==> src/rtl/arb_pkg.sv <==
// Shared types and constants for the shared-data-memory arbiter.
package arb_pkg;

  typedef enum logic [1:0] {
    IDLE   = 2'd0,
    ACCESS = 2'd1,
    WAIT   = 2'd2,
    ACK    = 2'd3
  } arb_state_e;

  // Cycles between the DRAM clocking in an address and q being valid.
  localparam int unsigned READ_LAT = 1;

  // Index width for n requesters, never narrower than one bit.
  function automatic int unsigned idw(input int unsigned n);
    return (n > 1) ? $clog2(n) : 1;
  endfunction

endpackage

==> src/rtl/rr_pick.sv <==
// Combinational round-robin picker: rotate requests so the slot after 'last'
// is bit 0, then take the lowest set bit and un-rotate the index.
module rr_pick #(
  parameter int unsigned N_CORES = 4,
  parameter int unsigned IDW     = 2
) (
  input  logic [N_CORES-1:0] req,
  input  logic [IDW-1:0]     last,
  output logic [IDW-1:0]     winner,
  output logic               any
);

  logic [N_CORES-1:0] rot;
  int unsigned        start;
  int unsigned        pos;

  always_comb begin
    start = (32'(last) + 32'd1) % N_CORES;
    for (int unsigned k = 0; k < N_CORES; k++) begin
      rot[k] = req[(start + k) % N_CORES];
    end
    pos = 0;
    for (int k = int'(N_CORES) - 1; k >= 0; k--) begin
      if (rot[k]) pos = 32'(k);
    end
    winner = IDW'((start + pos) % N_CORES);
    any    = |req;
  end

endmodule

==> src/rtl/dram_arbiter.sv <==
// Round-robin arbiter sharing one single-port DRAM between N_CORES cores;
// one access at a time, completion signalled by a one-cycle acq pulse.
module dram_arbiter
  import arb_pkg::*;
#(
  parameter int unsigned N_CORES = 4,
  parameter int unsigned AW      = 8,
  parameter int unsigned DW      = 8
) (
  input  logic                    CLK,
  input  logic                    rst_n,
  input  logic [N_CORES-1:0]      req_rd,
  input  logic [N_CORES-1:0]      req_wr,
  input  logic [N_CORES*AW-1:0]   req_addr,
  input  logic [N_CORES*DW-1:0]   req_wdata,
  output logic [N_CORES-1:0]      acq,
  output logic [DW-1:0]           rdata,
  output logic [AW-1:0]           mem_addr,
  output logic [DW-1:0]           mem_wdata,
  output logic                    mem_wren,
  input  logic [DW-1:0]           mem_q,
  output logic                    busy,
  output logic [idw(N_CORES)-1:0] gnt_id
);

  localparam int unsigned IDW = idw(N_CORES);
  localparam int unsigned CW  = (READ_LAT > 1) ? $clog2(READ_LAT) : 1;

  arb_state_e         state;
  logic [IDW-1:0]     last;
  logic               op_wr;
  logic [CW-1:0]      wait_cnt;
  logic [N_CORES-1:0] req;
  logic [IDW-1:0]     winner;
  logic               any;

  // A core asserting both lines counts once; the write takes precedence below.
  assign req = req_rd | req_wr;

  rr_pick #(
    .N_CORES (N_CORES),
    .IDW     (IDW)
  ) u_rr_pick (
    .req    (req),
    .last   (last),
    .winner (winner),
    .any    (any)
  );

  always_ff @(posedge CLK) begin
    if (!rst_n) begin
      state     <= IDLE;
      last      <= IDW'(N_CORES - 1);
      gnt_id    <= '0;
      op_wr     <= 1'b0;
      wait_cnt  <= '0;
      acq       <= '0;
      rdata     <= '0;
      mem_addr  <= '0;
      mem_wdata <= '0;
      mem_wren  <= 1'b0;
      busy      <= 1'b0;
    end else begin
      acq      <= '0;
      mem_wren <= 1'b0;
      unique case (state)
        IDLE: begin
          if (any) begin
            gnt_id    <= winner;
            last      <= winner;
            op_wr     <= req_wr[winner];
            mem_addr  <= req_addr[32'(winner)*AW +: AW];
            mem_wdata <= req_wdata[32'(winner)*DW +: DW];
            mem_wren  <= req_wr[winner];
            busy      <= 1'b1;
            state     <= ACCESS;
          end
        end
        ACCESS: begin
          wait_cnt <= CW'(READ_LAT - 1);
          if (op_wr) begin
            acq   <= N_CORES'(1) << gnt_id;
            state <= ACK;
          end else begin
            state <= WAIT;
          end
        end
        WAIT: begin
          // mem_addr is held, so q stays valid until captured
          if (wait_cnt == '0) begin
            rdata <= mem_q;
            acq   <= N_CORES'(1) << gnt_id;
            state <= ACK;
          end else begin
            wait_cnt <= wait_cnt - CW'(1);
          end
        end
        ACK: begin
          busy  <= 1'b0;
          state <= IDLE;
        end
        default: state <= IDLE;
      endcase
    end
  end

endmodule

==> config.mk <==
export PLATFORM = sky130hd
export DESIGN_NAME = dram_arbiter
export DESIGN_NICKNAME = d
export VERILOG_FILES = /design/src/rtl/arb_pkg.sv /design/src/rtl/rr_pick.sv /design/src/rtl/dram_arbiter.sv
export SDC_FILE = /design/constraint.sdc
export NUM_CORES = 1
export LEC_CHECK = 0
export ABC_AREA = 1
export BUFFER_PORTS_ARGS = -buffer_cell sky130_fd_sc_hd__clkbuf_2
export CORE_UTILIZATION = 25
export DETAILED_ROUTE_END_ITERATION = 7
export PLACE_DENSITY_LB_ADDON = 0.3
export RECOVER_POWER = 50
export SLEW_MARGIN = 40
export SYNTH_ARGS = -nofsm -noshare
export SYNTH_HDL_FRONTEND = slang
export SYNTH_HIERARCHICAL = 1
export SYNTH_SLANG_ARGS = --single-unit
==> constraint.sdc <==
create_clock -name CLK -period 2.2 [get_ports CLK]
set_clock_uncertainty 0.15 [all_clocks]
set_input_delay 0.22 -clock CLK [delete_from_list [all_inputs] [get_ports CLK]]
set_output_delay 0.22 -clock CLK [all_outputs]
set_load 0.05 [all_outputs]
* After elaboration in Yosys (flattened, before gate mapping) *
Index checks and enable logic that the tools add are counted.

cells by class
  add/sub/neg operators = 6
  magnitude comparators = 5
  equal/unequal tests = 5
  shift-type cells = 3
  multiplexer cells = 25
  bitwise operators = 2
  reduce and logical (&&, ||, !) cells = 9

operators by type and width
  operator                                                                       count
  32-bit by 6-bit indexed part select with 8-bit output                          2
  2-bit by 3-bit less-than comparator with 1-bit output (second input constant)  5
  2-bit two-way mux                                                              6
  1-bit binary-select mux with 2-bit select                                      5
  1-bit two-way mux                                                              8
  4-bit two-way mux                                                              2
  2-bit one-hot mux with 4 select lines                                          1
  4-bit one-hot mux with 2 select lines                                          1
  2-bit AND reduction                                                            4
  2-bit by 1-bit adder with 2-bit output (second input constant)                 2
  2-bit adder (second input constant)                                            2
  2-bit equality test (second input constant)                                    2
  2-bit != test (second input constant)                                          2
  4-bit bitwise OR                                                               1
  1-bit one-hot mux with 2 select lines                                          2
  2-bit nonzero test                                                             2
  4-bit OR reduction                                                             1
  1-bit by 2-bit << shifter with 4-bit output (first input constant)             1
  3-bit AND reduction                                                            1
  2-bit adder                                                                    1
  2-bit by 1-bit equality test with 1-bit output (second input constant)         1
  2-bit zero test                                                                1
  1-bit NOT                                                                      1
  1-bit subtractor (second input constant)                                       1

word-level totals
  register bits = 38

* Longest topological paths before layout *
  depth in word-level cells = 11
  mapped depth = 20
  mapped depth without buffers = 18

* Modules after synthesis *
Netlist, hierarchy kept.

modules (own cells, without submodules)
  module        times used  cells an instance  area an instance (µm²)  sequential area each (µm²)
  dram_arbiter  1           278                1979.4                  740.7
  rr_pick       1           57                 269.0                   0.0

* Worst setup path before layout *
No wires, ideal clock.

  path type = input -> register
  from = input req_rd[0]
  to = register op_wr
  library setup time = 0.115 ns
  arrival time = 2.073 ns
  required time = 1.935 ns
  path slack = -0.138 ns
  cell stages on the path = 19
  path through = or2_2 > inv_1 > nand2_1 > nand2_1 > nand2_1 > nand2_1 > nand3_1 > a21oi_1 > ha_1 > xor2_1 > nand3_1 > nand2_1 > inv_1 > buf_4 > inv_2 > buf_6 > nand3_1 > nand3_1 > nand2_1

between the ends
  cells in the longest elaborated chain, start to end = 10

ends and longest elaborated chain
  item                                           line                text
  from (decl)                                    dram_arbiter.sv:12  input logic [N_CORES-1:0] req_rd,
  4-bit bitwise OR (*)                           dram_arbiter.sv:38  assign req = req_rd | req_wr;
  1-bit binary-select mux with 2-bit select      rr_pick.sv:20       rot[k] = req[(start + k) % N_CORES];
  1-bit two-way mux (not written as such)        rr_pick.sv:20
  2-bit two-way mux (3 in a row)                 rr_pick.sv:24       if (rot[k]) pos = 32'(k);
  2-bit two-way mux (*)                          rr_pick.sv:24
  2-bit adder (*)                                rr_pick.sv:26       winner = IDW'((start + pos) % N_CORES);
  via winner[1]                                  dram_arbiter.sv:34  logic [IDW-1:0] winner;
  1-bit binary-select mux with 2-bit select (*)  dram_arbiter.sv:71  op_wr <= req_wr[winner];
  1-bit two-way mux (not written as such) (*)    dram_arbiter.sv:71
  to (signal assigned)                           dram_arbiter.sv:71
  to (decl)                                      dram_arbiter.sv:31  logic op_wr;

The timed path passes the listed nets; every way through them passes the cells marked *. The select of a mux whose other input is x is not followed.
A chain may end at the register's enable or synchronous reset.

* Worst setup path after layout *
  from = register last[0]
  to = register op_wr

between the ends
  cells in the longest elaborated chain, start to end = 11

ends and longest elaborated chain
  item                                           line                text
  from (decl)                                    dram_arbiter.sv:30  logic [IDW-1:0] last;
  from (signal assigned)                         dram_arbiter.sv:53  last <= IDW'(N_CORES - 1);
  from (signal assigned)                         dram_arbiter.sv:70  last <= winner;
  2-bit by 1-bit adder with 2-bit output (*)     rr_pick.sv:18       start = (32'(last) + 32'd1) % N_CORES;
  2-bit adder                                    rr_pick.sv:20
  1-bit binary-select mux with 2-bit select      rr_pick.sv:20
  1-bit two-way mux (not written as such)        rr_pick.sv:20
  2-bit two-way mux (4 in a row)                 rr_pick.sv:24
  2-bit adder (*)                                rr_pick.sv:26
  via winner[1]                                  dram_arbiter.sv:34
  1-bit binary-select mux with 2-bit select (*)  dram_arbiter.sv:71
  1-bit two-way mux (not written as such) (*)    dram_arbiter.sv:71

Marks and branches as above.

==> impl_results.md <==
- Routability cong.: 0.733
- Global-route wire length before repair: 10800 um
- Worst-case clock buffer depth: 2
- # setup viols final: 18
- CP max FO: 8
- WL final: 6720 um
- TritonCTS clock tree: yes
- Cell Area, Synth: 2250 sq um
- IO Port Bufs: 113
- Worst-Margin Slew: 620 ps
- Antenna cells: 0
- Status: finished with violations
- Syn Nets: 423
- Worst min path class: in2reg
- Minimum clock period: 2330 ps
- Initial antenna violation count: 0
- Gr usage total: 0.142
- H-Tree Depth: 2
- Critical Path End: op_wr
- Nets: 558
- HPWL after DPL: 4700 um
- Die width: 96.8 um
- Pins Over Slew Limit: 0
- Grt ovf: 0
- Hold_ws: 7.71 ps
- Yosys Warn Count: 6
- Crit. Startpoint: last[0]
- MaxCap Viol Count: 0
- Synth cell types: 26
- Die area: 9380 sq um
- Path depth of the worst reg2reg path: 17
- WL/cell: 11.6 um
- Hold Vio Cnt, Final: 0
- Sequential fraction of the synthesis area: 0.329
- Worst EP required: 2240 ps
- Placeable Area: 8720 sq um
- Clock Latency Late Sink: 290 ps
- Num rows: 34
- Largest stage delay, worst path: 410 ps
- Largest net degree at the start of global routing: 36
- Clk root buf: clkbuf_8
- Setup slack after layout: -133 ps
- Synthesis-to-layout area growth: 52.6%
- Vias in the first global route: 2345
- Cell at the slowest stage of the critical path: dfxtp_4
- CTS buffer count: 5
- Vias: 2545
- Startpoint Class: flop
- Initial Utilization: 0.258
- Pre-Repair DR Iteration Count: 4
- CP cell instances: buf_6, nand2_2, nand2_1, nand2_1, nand2_1, nand3_2, a21oi_2, ha_2, xor2_1, nand3_1, nand2_2, clkinv_4, buf_12, inv_12, nand3_2, nand3_2, nand2_1
- Crit Path Class: reg2reg
- Final ANT Viol Nets: 0
- Most Frequent Cell on Critical Path: nand2_1
- Setup crit end kind: flop
- Period utilization: 1.06
- Synthesized flop and latch total: 37
- Clock sink count: 37
- Slew headroom: 0.589
- Die H: 96.8 um
- Reg2reg setup slack: -130 ps
- Layout cells sized above 1: 0.448
- Mapped Cells: 335
- R2r startpoint: last[0]
- # IOs: 114
- Reg-to-reg critical path endpoint: op_wr
- Worst Path Arrival: 2380 ps
- Syn_area_per_cell: 6.71 sq um
- Initial DRC count: 39
- RSZ-0062 raised after global routing: true
- Via/cell ratio: 4.40
- Residual DRC count: 0
- Failing checks: setup timing
- Clk slew on worst S/H paths: 70 ps
- Fmax: 429 MHz
- Fillers: 931
-- per-layer routing --
layer  share of wire  track usage
met1            0.44        0.164
met4           0.012       0.0551
met3           0.066       0.0296
met5               0            0
met2            0.49        0.252
-- synthesized netlist by cell type --
library cell / n / area [sq um]
a21oi_1: 10 / 50.1
a21oi_2: 14 / 123
buf_2: 3 / 15.0
buf_4: 6 / 45.0
buf_6: 7 / 78.8
buf_8: 1 / 15.0
dfxtp_1: 37 / 741
ha_1: 6 / 75.1
inv_1: 15 / 56.3
inv_2: 2 / 7.51
inv_4: 1 / 6.26
inv_6: 1 / 8.76
inv_8: 1 / 11.3
nand2_1: 124 / 465
nand2_2: 8 / 50.1
nand2_4: 1 / 11.3
nand3_1: 44 / 220
nand4_1: 1 / 6.26
nor2_1: 17 / 63.8
nor2_2: 1 / 6.26
nor4_1: 4 / 25.0
o21ai_0: 14 / 70.1
o21ai_1: 11 / 55.1
o21ai_2: 1 / 8.76
or2_2: 4 / 25.0
xor2_1: 1 / 8.76
-- worst min path at each step --
stage	startpoint	slack, ps	endpoint	cells past startpoint
finish	mem_q[2]	8	rdata[2]	3
CTS	mem_q[6]	0.2	rdata[6]	3
floorplan	mem_q[0]	200	rdata[0]	2
global placement	mem_q[7]	300	rdata[7]	3
global route	mem_q[2]	10	rdata[2]	3
detailed placement	mem_q[5]	300	rdata[5]	3
-- cells in the final DEF (no fill, tap or decap), drive strengths merged --
| master | n |
|---|---|
| clkbuf | 121 |
| dlygate4sd3 | 5 |
| clkinv | 1 |
| a21oi | 24 |
| o21ai | 26 |
| nor4 | 4 |
| or2 | 4 |
| dfxtp | 37 |
| inv | 21 |
| nand3 | 44 |
| nand4 | 1 |
| xor2 | 1 |
| buf | 25 |
| nand2 | 133 |
| ha | 6 |
| nor2 | 18 |
-- per-stage QoR --
step	utilization	cells	TNS [ps]	setup WS [ps]	area [sq um]
6_report	0.393	579	-1970	-133	3430
5_1_grt	0.393	579	-5020	-302	3430
4_1_cts	0.391	578	-1710	-121	3410
3_5_place_dp	0.348	558	-5490	-315	3040
3_3_place_gp	0.348	558	-4520	-266	3040
2_1_floorplan	-	335	-231	-22.4	2340
-- critical path, delay by kind of cell (launching register included) --
| family | cells | cell delay (ps) |
|---|---|---|
| simple gates | 10 | 700 |
| buf+inv | 4 | 470 |
| flops | 1 | 410 |
| fa+ha+maj | 1 | 180 |
| xor+xnor | 1 | 170 |
| compound gates | 1 | 130 |
-- cells by family (layout without fill, tap and decap cells) --
| logic type | count (synthesis) | after routing | share of synthesized area |
|---|---|---|---|
| and+or+nand+nor | 204 | 204 | 0.388 |
| xor gates and xnor gates | 1 | 1 | 0.00390 |
| buffers and inverters | 37 | 173 | 0.109 |
| DFF | 37 | 37 | 0.329 |
| adders and majority gates | 6 | 6 | 0.0334 |
| AOI/OAI and AO/OA | 50 | 50 | 0.136 |
-- timing repair --
| action | in CTS | in global routing |
|---|---|---|
| hold endpoints to repair | 4 | 1 |
| setup endpoints to repair | 20 | 20 |
| setup buffers | 4 | 2 |
| pin swaps | 41 | 6 |
| gates cloned | 4 | 0 |
| hold buffers | 4 | 1 |
| gates resized for setup | 43 | 14 |
-- flip-flops by register name, summed over array words and instances (netlist names) --
| name | count |
|---|---|
| last | 2 |
| mem_wren | 1 |
| busy | 1 |
| gnt_id | 2 |
| mem_addr | 8 |
| state | 2 |
| op_wr | 1 |
| mem_wdata | 8 |
| rdata | 8 |
| acq | 4 |
-- area by class of cell --
type / count / area [sq um] / share of cell area
well taps: 108 / 135 / 0.0394
flip-flops and latches: 37 / 746 / 0.217
multi-input cells: 261 / 1490 / 0.435
inverters: 20 / 111 / 0.0325
repair buffers: 143 / 842 / 0.245
clock buffers: 8 / 80.1 / 0.0233
repair inverters: 2 / 25.0 / 0.00729
Power is left out: the tool's default activity adds up to more than one toggle a clock period on the data nets, which glitch-free logic cannot reach.
